## config.mk

```make
export PLATFORM = sky130hd
export DESIGN_NAME = line_cmd_sequencer
export DESIGN_NICKNAME = d
export VERILOG_FILES = /design/src/rtl/line_cmd_sequencer.sv
export SDC_FILE = /design/constraint.sdc
export NUM_CORES = 1
export LEC_CHECK = 0
export ABC_AREA = 1
export CAP_MARGIN = 20
export CORE_MARGIN = 10
export CORE_UTILIZATION = 30
export DETAILED_ROUTE_END_ITERATION = 10
export MAX_ROUTING_LAYER = met4
export SYNTH_ARGS = -nofsm -noshare
export SYNTH_HDL_FRONTEND = slang
export SYNTH_SLANG_ARGS = --single-unit
```

## constraint.sdc

```tcl
create_clock -name clk -period 1.9 [get_ports clk]
set_clock_uncertainty 0.15 [all_clocks]
set_input_delay 0.57 -clock clk [delete_from_list [all_inputs] [get_ports clk]]
set_output_delay 0.57 -clock clk [all_outputs]
set_load 0.01 [all_outputs]
```

## src/rtl/line_cmd_sequencer.sv

```systemverilog
// line_cmd_sequencer: command front end for the line engine.
// Decodes a 32-bit command stream (STOP / COLOR / LINE / POLYLINE), keeps the
// current colour and endpoint pair, and walks the engine through its
// colour -> point0 -> point1 -> trigger handshake one line at a time.
module line_cmd_sequencer #(
    parameter int CNT_W = 16
) (
    input  logic             clk,
    input  logic             rst,
    input  logic             start,
    input  logic [31:0]      cmd_data,
    input  logic             cmd_valid,
    output logic             cmd_ready,
    input  logic             LE_ready,
    output logic [31:0]      LE_color,
    output logic [19:0]      LE_point,
    output logic             LE_color_valid,
    output logic             LE_point0_valid,
    output logic             LE_point1_valid,
    output logic             LE_trigger,
    output logic             busy,
    output logic             done,
    output logic             bad_opcode,
    output logic [CNT_W-1:0] lines_drawn
);

    localparam logic [7:0] OP_STOP  = 8'h00;
    localparam logic [7:0] OP_COLOR = 8'h01;
    localparam logic [7:0] OP_LINE  = 8'h02;
    localparam logic [7:0] OP_POLY  = 8'h03;

    typedef enum logic [3:0] {
        S_IDLE,
        S_FETCH,
        S_GET_P0,
        S_GET_P1,
        S_WAIT_RDY,
        S_SEND_C,
        S_SEND_P0,
        S_SEND_P1,
        S_TRIG,
        S_HOLD,
        S_DRAIN
    } state_t;

    state_t            state_q, state_d;
    logic [31:0]       color_q, color_d;
    logic [19:0]       p0_q, p0_d;
    logic [19:0]       p1_q, p1_d;
    logic [7:0]        rem_q, rem_d;
    logic              poly_q, poly_d;
    logic [31:0]       le_color_q, le_color_d;
    logic [19:0]       le_point_q, le_point_d;
    logic              color_vld_q, color_vld_d;
    logic              p0_vld_q, p0_vld_d;
    logic              p1_vld_q, p1_vld_d;
    logic              trig_q, trig_d;
    logic              done_q, done_d;
    logic              bad_q, bad_d;
    logic [CNT_W-1:0]  lines_q, lines_d;

    logic              accept;
    logic [7:0]        opcode;
    logic [7:0]        poly_n;

    // Words are only taken while fetching an opcode or one of its operands;
    // there is no buffering anywhere else.
    assign cmd_ready = (state_q == S_FETCH) || (state_q == S_GET_P0) ||
                       (state_q == S_GET_P1);
    assign accept    = cmd_valid && cmd_ready;
    assign opcode    = cmd_data[31:24];
    assign poly_n    = cmd_data[7:0];

    assign busy            = (state_q != S_IDLE);
    assign done            = done_q;
    assign bad_opcode      = bad_q;
    assign lines_drawn     = lines_q;
    assign LE_color        = le_color_q;
    assign LE_point        = le_point_q;
    assign LE_color_valid  = color_vld_q;
    assign LE_point0_valid = p0_vld_q;
    assign LE_point1_valid = p1_vld_q;
    assign LE_trigger      = trig_q;

    // Next-state and next-output decode. Strobes are computed for the state
    // being entered so that each registered strobe coincides with its state.
    always_comb begin
        // NOTE: every signal written here gets its default first; a path that
        // leaves one unassigned would infer a latch.
        state_d     = state_q;
        color_d     = color_q;
        p0_d        = p0_q;
        p1_d        = p1_q;
        rem_d       = rem_q;
        poly_d      = poly_q;
        le_color_d  = le_color_q;
        le_point_d  = le_point_q;
        lines_d     = lines_q;
        bad_d       = bad_q;
        color_vld_d = 1'b0;
        p0_vld_d    = 1'b0;
        p1_vld_d    = 1'b0;
        trig_d      = 1'b0;
        done_d      = 1'b0;

        case (state_q)
            S_IDLE: begin
                if (start) begin
                    state_d = S_FETCH;
                end
            end

            S_FETCH: begin
                if (accept) begin
                    case (opcode)
                        OP_STOP: begin
                            state_d = S_IDLE;
                            done_d  = 1'b1;
                        end
                        OP_COLOR: begin
                            color_d = {8'h00, cmd_data[23:0]};
                        end
                        OP_LINE: begin
                            poly_d  = 1'b0;
                            state_d = S_GET_P0;
                        end
                        OP_POLY: begin
                            // N=0 carries no operands: stay and fetch again.
                            if (poly_n != 8'd0) begin
                                poly_d  = 1'b1;
                                rem_d   = poly_n - 8'd1;
                                state_d = S_GET_P0;
                            end
                        end
                        default: begin
                            bad_d = 1'b1;
                        end
                    endcase
                end
            end

            S_GET_P0: begin
                if (accept) begin
                    p0_d = cmd_data[19:0];
                    // A one-point polyline consumes its point and draws nothing.
                    if (!poly_q || (rem_q != 8'd0)) begin
                        state_d = S_GET_P1;
                    end else begin
                        state_d = S_FETCH;
                    end
                end
            end

            S_GET_P1: begin
                if (accept) begin
                    p1_d    = cmd_data[19:0];
                    state_d = S_WAIT_RDY;
                    if (poly_q) begin
                        rem_d = rem_q - 8'd1;
                    end
                end
            end

            S_WAIT_RDY: begin
                if (LE_ready) begin
                    state_d     = S_SEND_C;
                    le_color_d  = color_q;
                    color_vld_d = 1'b1;
                end
            end

            S_SEND_C: begin
                state_d    = S_SEND_P0;
                le_point_d = p0_q;
                p0_vld_d   = 1'b1;
            end

            S_SEND_P0: begin
                state_d    = S_SEND_P1;
                le_point_d = p1_q;
                p1_vld_d   = 1'b1;
            end

            S_SEND_P1: begin
                state_d = S_TRIG;
                trig_d  = 1'b1;
                lines_d = lines_q + CNT_W'(1);
            end

            S_TRIG: begin
                state_d = S_HOLD;
            end

            // The engine may still show ready for a cycle after the trigger,
            // so ready is not looked at here.
            S_HOLD: begin
                state_d = S_DRAIN;
            end

            S_DRAIN: begin
                if (LE_ready) begin
                    if (poly_q && (rem_q != 8'd0)) begin
                        p0_d    = p1_q;
                        state_d = S_GET_P1;
                    end else begin
                        state_d = S_FETCH;
                    end
                end
            end

            default: begin
                state_d = S_IDLE;
            end
        endcase
    end

    // State and output registers with synchronous reset; a reset mid-line
    // drops the handshake on the next edge.
    always_ff @(posedge clk) begin
        // NOTE: sequential state uses non-blocking assignments so every
        // register samples the pre-edge values of the others.
        if (rst) begin
            state_q     <= S_IDLE;
            color_q     <= '0;
            p0_q        <= '0;
            p1_q        <= '0;
            rem_q       <= '0;
            poly_q      <= 1'b0;
            le_color_q  <= '0;
            le_point_q  <= '0;
            color_vld_q <= 1'b0;
            p0_vld_q    <= 1'b0;
            p1_vld_q    <= 1'b0;
            trig_q      <= 1'b0;
            done_q      <= 1'b0;
            bad_q       <= 1'b0;
            lines_q     <= '0;
        end else begin
            state_q     <= state_d;
            color_q     <= color_d;
            p0_q        <= p0_d;
            p1_q        <= p1_d;
            rem_q       <= rem_d;
            poly_q      <= poly_d;
            le_color_q  <= le_color_d;
            le_point_q  <= le_point_d;
            color_vld_q <= color_vld_d;
            p0_vld_q    <= p0_vld_d;
            p1_vld_q    <= p1_vld_d;
            trig_q      <= trig_d;
            done_q      <= done_d;
            bad_q       <= bad_d;
            lines_q     <= lines_d;
        end
    end

endmodule

```

## After elaboration in Yosys (flattened, before gate mapping)

Cells that the tools add are included.

- Flip-flop bits (word level): 143
- Bits of input ports: 37
- Logic and storage cells: 103

- Add/subtract/negate cells: 3
- Eq/ne operators: 26
- Multiplexer cells: 29
- Bitwise operators: 4
- Reduce and logical (&&, ||, !) cells: 26

Operator list:

| operator | count |
|---|---|
| 20-bit one-hot mux with 2 select lines | 2 |
| 20-bit two-way mux | 3 |
| 4-bit one-hot mux with 11 select lines | 1 |
| 8-bit two-way mux | 5 |
| 4-bit two-way mux | 7 |
| 2-bit inequality test, second input constant | 9 |
| 16-bit by 1-bit adder with 16-bit output, second input constant | 1 |
| 4-bit by 3-bit == test with 1-bit output, second input constant | 4 |
| 8-bit by 2-bit == test with 1-bit output, second input constant | 2 |
| 8-bit one-hot mux with 2 select lines | 1 |
| 8-bit nonzero test | 2 |
| 8-bit by 1-bit subtractor with 8-bit output, second input constant | 2 |
| 4-bit == test, second input constant | 3 |
| 4-bit one-hot mux with 3 select lines | 1 |
| 4-bit by 2-bit == test with 1-bit output, second input constant | 2 |
| 8-bit by 1-bit == test with 1-bit output, second input constant | 1 |
| 8-bit zero test | 1 |
| 4-bit AND reduction | 2 |
| 8-bit AND reduction | 1 |
| 2-bit nonzero test | 4 |
| 1-bit two-way mux | 6 |
| 3-bit AND reduction | 2 |
| 6-bit AND reduction | 1 |
| 4-bit by 1-bit == test with 1-bit output, second input constant | 1 |
| other kinds (15) | 24 |

## Longest topological paths before layout

Gate-level depths: netlist of run 1.

- Depth after elaboration: 6
- Depth in mapped cells: 12
- Mapped depth without buffers: 12

## Worst setup path before layout of run 1

OpenSTA, ideal clock, no wires.

- Path type: flip-flop to flip-flop
- From: register state_q[0]
- To: register rem_q[4]
- Library setup time: 0.109 ns
- Data arrival time: 1.486 ns
- Setup slack: 0.155 ns
- Cell stages (with the launch flop): 12
- Path buffers: 0
- Period minus slack after synthesis: 1.745 ns
- Path through: dfxtp_1 -> nand2_1 -> inv_2 -> nand2_2 -> nand2_1 -> nand2_1 -> ha_1 -> nand2_1 -> nor2_1 -> nand3b_1 -> nand2_1 -> inv_1

- Cells in the longest elaborated chain, start to end: 6
- Elaborated cells on any way between the ends: 14
- Those cells by class: eq/ne (8); mux (1); reduce/logical (5)

Ends and longest elaborated chain:

| item | RTL line | text |
|---|---|---|
| from (decl) | 46 | `state_t state_q, state_d;` |
| from (signal assigned) | 239 | `state_q <= state_d;` |
| 4-bit by 1-bit == test with 1-bit output or 4-bit by 2-bit == test with 1-bit output (tied branches) | 68, 106 |  |
| 1-bit logical OR (2 in series) | 68 | `assign cmd_ready = (state_q == S_FETCH) \|\| (state_q == S_GET_P0) \|\|` |
| 1-bit logical AND | 70 | `assign accept = cmd_valid && cmd_ready;` |
| 2-bit inequality test (no source line) | - |  |
| 6-bit AND reduction (no source line) | - |  |
| to (signal assigned) | 243 | `rem_q <= rem_d;` |
| to (decl) | 50 | `logic [7:0] rem_q, rem_d;` |

Several ways; a longest one is shown, not always the timed one.
A chain may end at the register's enable or synchronous reset.

## Worst setup path after layout of run 1

- From: register state_q[1]
- To: output port cmd_ready

- Cells in the longest elaborated chain, start to end: 3
- Elaborated cells on any way between the ends: 5
- Those cells by class: eq/ne (3); reduce/logical (2)

Ends and longest elaborated chain:

| item | RTL line | text |
|---|---|---|
| 4-bit by 1-bit == test with 1-bit output or 4-bit by 2-bit == test with 1-bit output (tied branches) | 68 |  |
| 1-bit logical OR | 68 |  |
| 1-bit logical OR (*) | 68 |  |
| to (decl) | 13 | `output logic cmd_ready,` |

Mark *: on every way between the ends. The rest lies on a longest branch, timed or not.

==> results of run 1 <==
area by class of cell:
type,instances,area [µm²],share of cell area
Multi-Input combinational cell,560,2900,0.318
Timing Repair Buffer,202,1890,0.208
Clock inverter,12,161,0.0177
Timing Repair inverter,1,7.51,0.000824
Inverter,129,505,0.0555
Tap cell,270,338,0.0371
Sequential cell,143,2880,0.315
Clock buffer,18,439,0.0482
placed cells by master, fill, tap and decap left out, drive strengths merged:
master / instances
xnor2: 2
clkinv: 4
nor4: 1
inv: 130
nor3: 4
clkdlybuf4s50: 35
conb: 8
a21oi: 154
nand3: 49
dfxtp: 143
a31oi: 1
dlygate4sd2: 66
o22ai: 1
nor2: 52
bufinv: 3
o21ai: 128
o31ai: 1
clkinvlp: 5
nand4: 6
buf: 95
o21bai: 2
nand3b: 1
nor3b: 1
nand2: 143
ha: 2
clkbuf: 23
and3: 1
dlymetal6s2s: 1
or2: 1
o21a: 2
stage by stage:
step / utilization / setup TNS [ns]
finish: 0.448 / -0.112
global route: 0.448 / -0.512
CTS: 0.426 / -0.135
detailed placement: 0.395 / -23.32
global placement: 0.395 / -21.16
floorplan: - / 0
metal layers:
metal,part of all wire,vias up
li1,-,3207
met1,0.46,2866
met2,0.46,188
met3,0.068,21
met4,0.014,0
met5,0,-
cells by family (layout without fill, tap and decap cells):
family,after synthesis,count (layout),synth area share
other,1,8,0.000600
adders and majority gates,2,2,0.00401
AOI/OAI and AO/OA,289,289,0.234
buffers and inverters,185,362,0.120
xor gates and xnor gates,2,2,0.00280
and+or+nand+nor,258,259,0.180
DFF,143,143,0.458
worst paths after layout:
path / from / to / slack [ns] / depth (start not counted)
setup reg to reg: state_q[1] / color_q[15] / 0.04 / 11
hold reg to reg: color_q[19] / color_q[19] / 0.29 / 2
setup / recovery: state_q[1] / cmd_ready / -0.07 / 5
hold / removal: color_q[19] / color_q[19] / 0.29 / 2
sequential cells by signal, summed over array words and instances, names as in the netlist, 4 cells and up:
register     count
p1_q            20
color_q         24
state_q          4
lines_drawn     16
p0_q            20
rem_q            8
LE_point        20
LE_color        24
worst max-delay path, cell delays in order (launching register included):
cell,delay [ns]
dfxtp_2,0.34
nor2_4,0.13
inv_1,0.10
nand2_2,0.11
inv_1,0.04
clkbuf_2,0.12
timing repair:
item / 4_1_cts / 5_1_grt
setup buffers: 8 / 13
gates resized for setup: 99 / 91
cloned: 1 / 6
endpoints found under the setup margin: 71 / 83
pin swaps: 4 / 17
power by group through the flow:
stage	Clock (W)	Combinational (W)	Sequential [W]
5_1_grt	0.00362	0.00382	0.00362
4_1_cts	0.00350	0.00302	0.00358
6_report	0.00343	0.00350	0.00358
2_1_floorplan	0	0.00145	0.00369
3_5_place_dp	0	0.00291	0.00363
3_3_place_gp	0	0.00289	0.00362
==> results.cfg, run 1 <==
[power_and_ir_drop]
p_sw_w = 0.00350
seq_power_share = 0.341
internal_power_w = 0.00701
p_comb_frac = 0.333
pwr-share-clk = 0.326
p_leak_nw = 3.87
switching_share = 0.333
power_w = 0.0105
powerDensity_nw_per_um2 = 1150
ir_drop_mv = 0.713

[drt]
avgViaCountPerCell = 4.71
drc = 0
drtIter0Drc = 322
vias = 6282
wirelength_mm = 19.5
avgRoutedWirePerCell_um = 14.6
drtPass1Iterations = 5
ant_nets = 0

[logic_synthesis]
synth_largest_area_cell = dfxtp_1
netlist_top_cells_count = 154 x a21oi_1, 143 x dfxtp_1, 138 x nand2_1, 126 x inv_1, 124 x o21ai_0
synth_seq_cells = 143
synth_ff_type = dfxtp_1
yosysWarnings = 0
synthCells = 880
synth_cell_types = 33
yosysMostFrequentCell = a21oi_1
synth_enable_flop_cells = 0
synthArstFlopShare = 0
yosys-top-cells-area = dfxtp_1 46%, a21oi_1 12%, o21ai_0 9.9%
avgSynthCellArea_um2 = 7.10
syn_area_um2 = 6250
yosysTopAreaCellShare = 0.458
ys_seq_area_frac = 0.458

[final_layout]
drive_above_1_share = 0.192
n_antenna_cell = 0
nets = 1093
layoutNonFillerInstCount = 1335
fin_area_um2 = 9110
nFillCells = 2057
syn_to_final_growth_pct = 45.9

[cts]
cts_tree = done
clk_latency_ns = 0.42
cts_hold_buffers = 0
clk_pin_slew_worst_paths_ns = 0.06
cts_sinks = 143
htreeDepth = 4
cts-root-buf = clkbuf_16
clock_path_buffers = 2
cts_made_buffers = 17

[global_routing]
met2_usage = 0.214
use_met3 = 0.0395
grt_usage = 0.141
antenna_found_initial = 0
grt_busiest_layer = met2
grt_remaining_overflow = 0
grt_max_degree = 49
grt_pass1_wl_mm = 29.5
grt_pass1_vias = 5707
grt_util_met1 = 0.179

[critical_path]
required_ns = 1.18
criticalPathCategory = reg2out
crit_arrival_ns = 1.25
critPathLaunchType = register
end_kind = primary output
worst-path-max-fanout = 2

[timing]
hold_viol_final = 0
setup_viol = 2
fin_crit_ns = 1.97
layout_setup_ws_ns = -0.0748
holdWs_ns = 0.285
rsz0062_at_grt = yes
period_share = 1.04
timing.fmax_mhz = 506
slew_viol_final = 0

[floorplan]
core_um2 = 20400
chipWidth_um = 164
die-area_um2 = 27000
rows = 52
io_pins = 113
start_util = 0.307
chipHeight_um = 164

[placement]
place_hpwl_mm = 13.0
port_buffers = 104
dp_cells = 1279
place_ws_ns = -0.396
routabilityCongestion = 0.865
postPlaceCellArea_um2 = 8050

[status]
violations = negative setup slack
status = finished with violations

[hold_path]
hp-class = reg2reg

[job]
maxCapViolations = 0
Note: power is estimated with default switching activity, not from simulation.
==> run 2: changes to the inputs <==
--- a/config.mk
+++ b/config.mk
@@ -6,9 +6,10 @@
 export NUM_CORES = 1
 export LEC_CHECK = 0
 export ABC_AREA = 1
-export CAP_MARGIN = 20
+export CAP_MARGIN = 25
 export CORE_MARGIN = 10
 export CORE_UTILIZATION = 30
+export CTS_CLUSTER_SIZE = 8
 export DETAILED_ROUTE_END_ITERATION = 10
 export MAX_ROUTING_LAYER = met4
 export SYNTH_ARGS = -nofsm -noshare
==> results of run 2 <==
The final DEF is identical to that of run 1; final timing and power are the same.
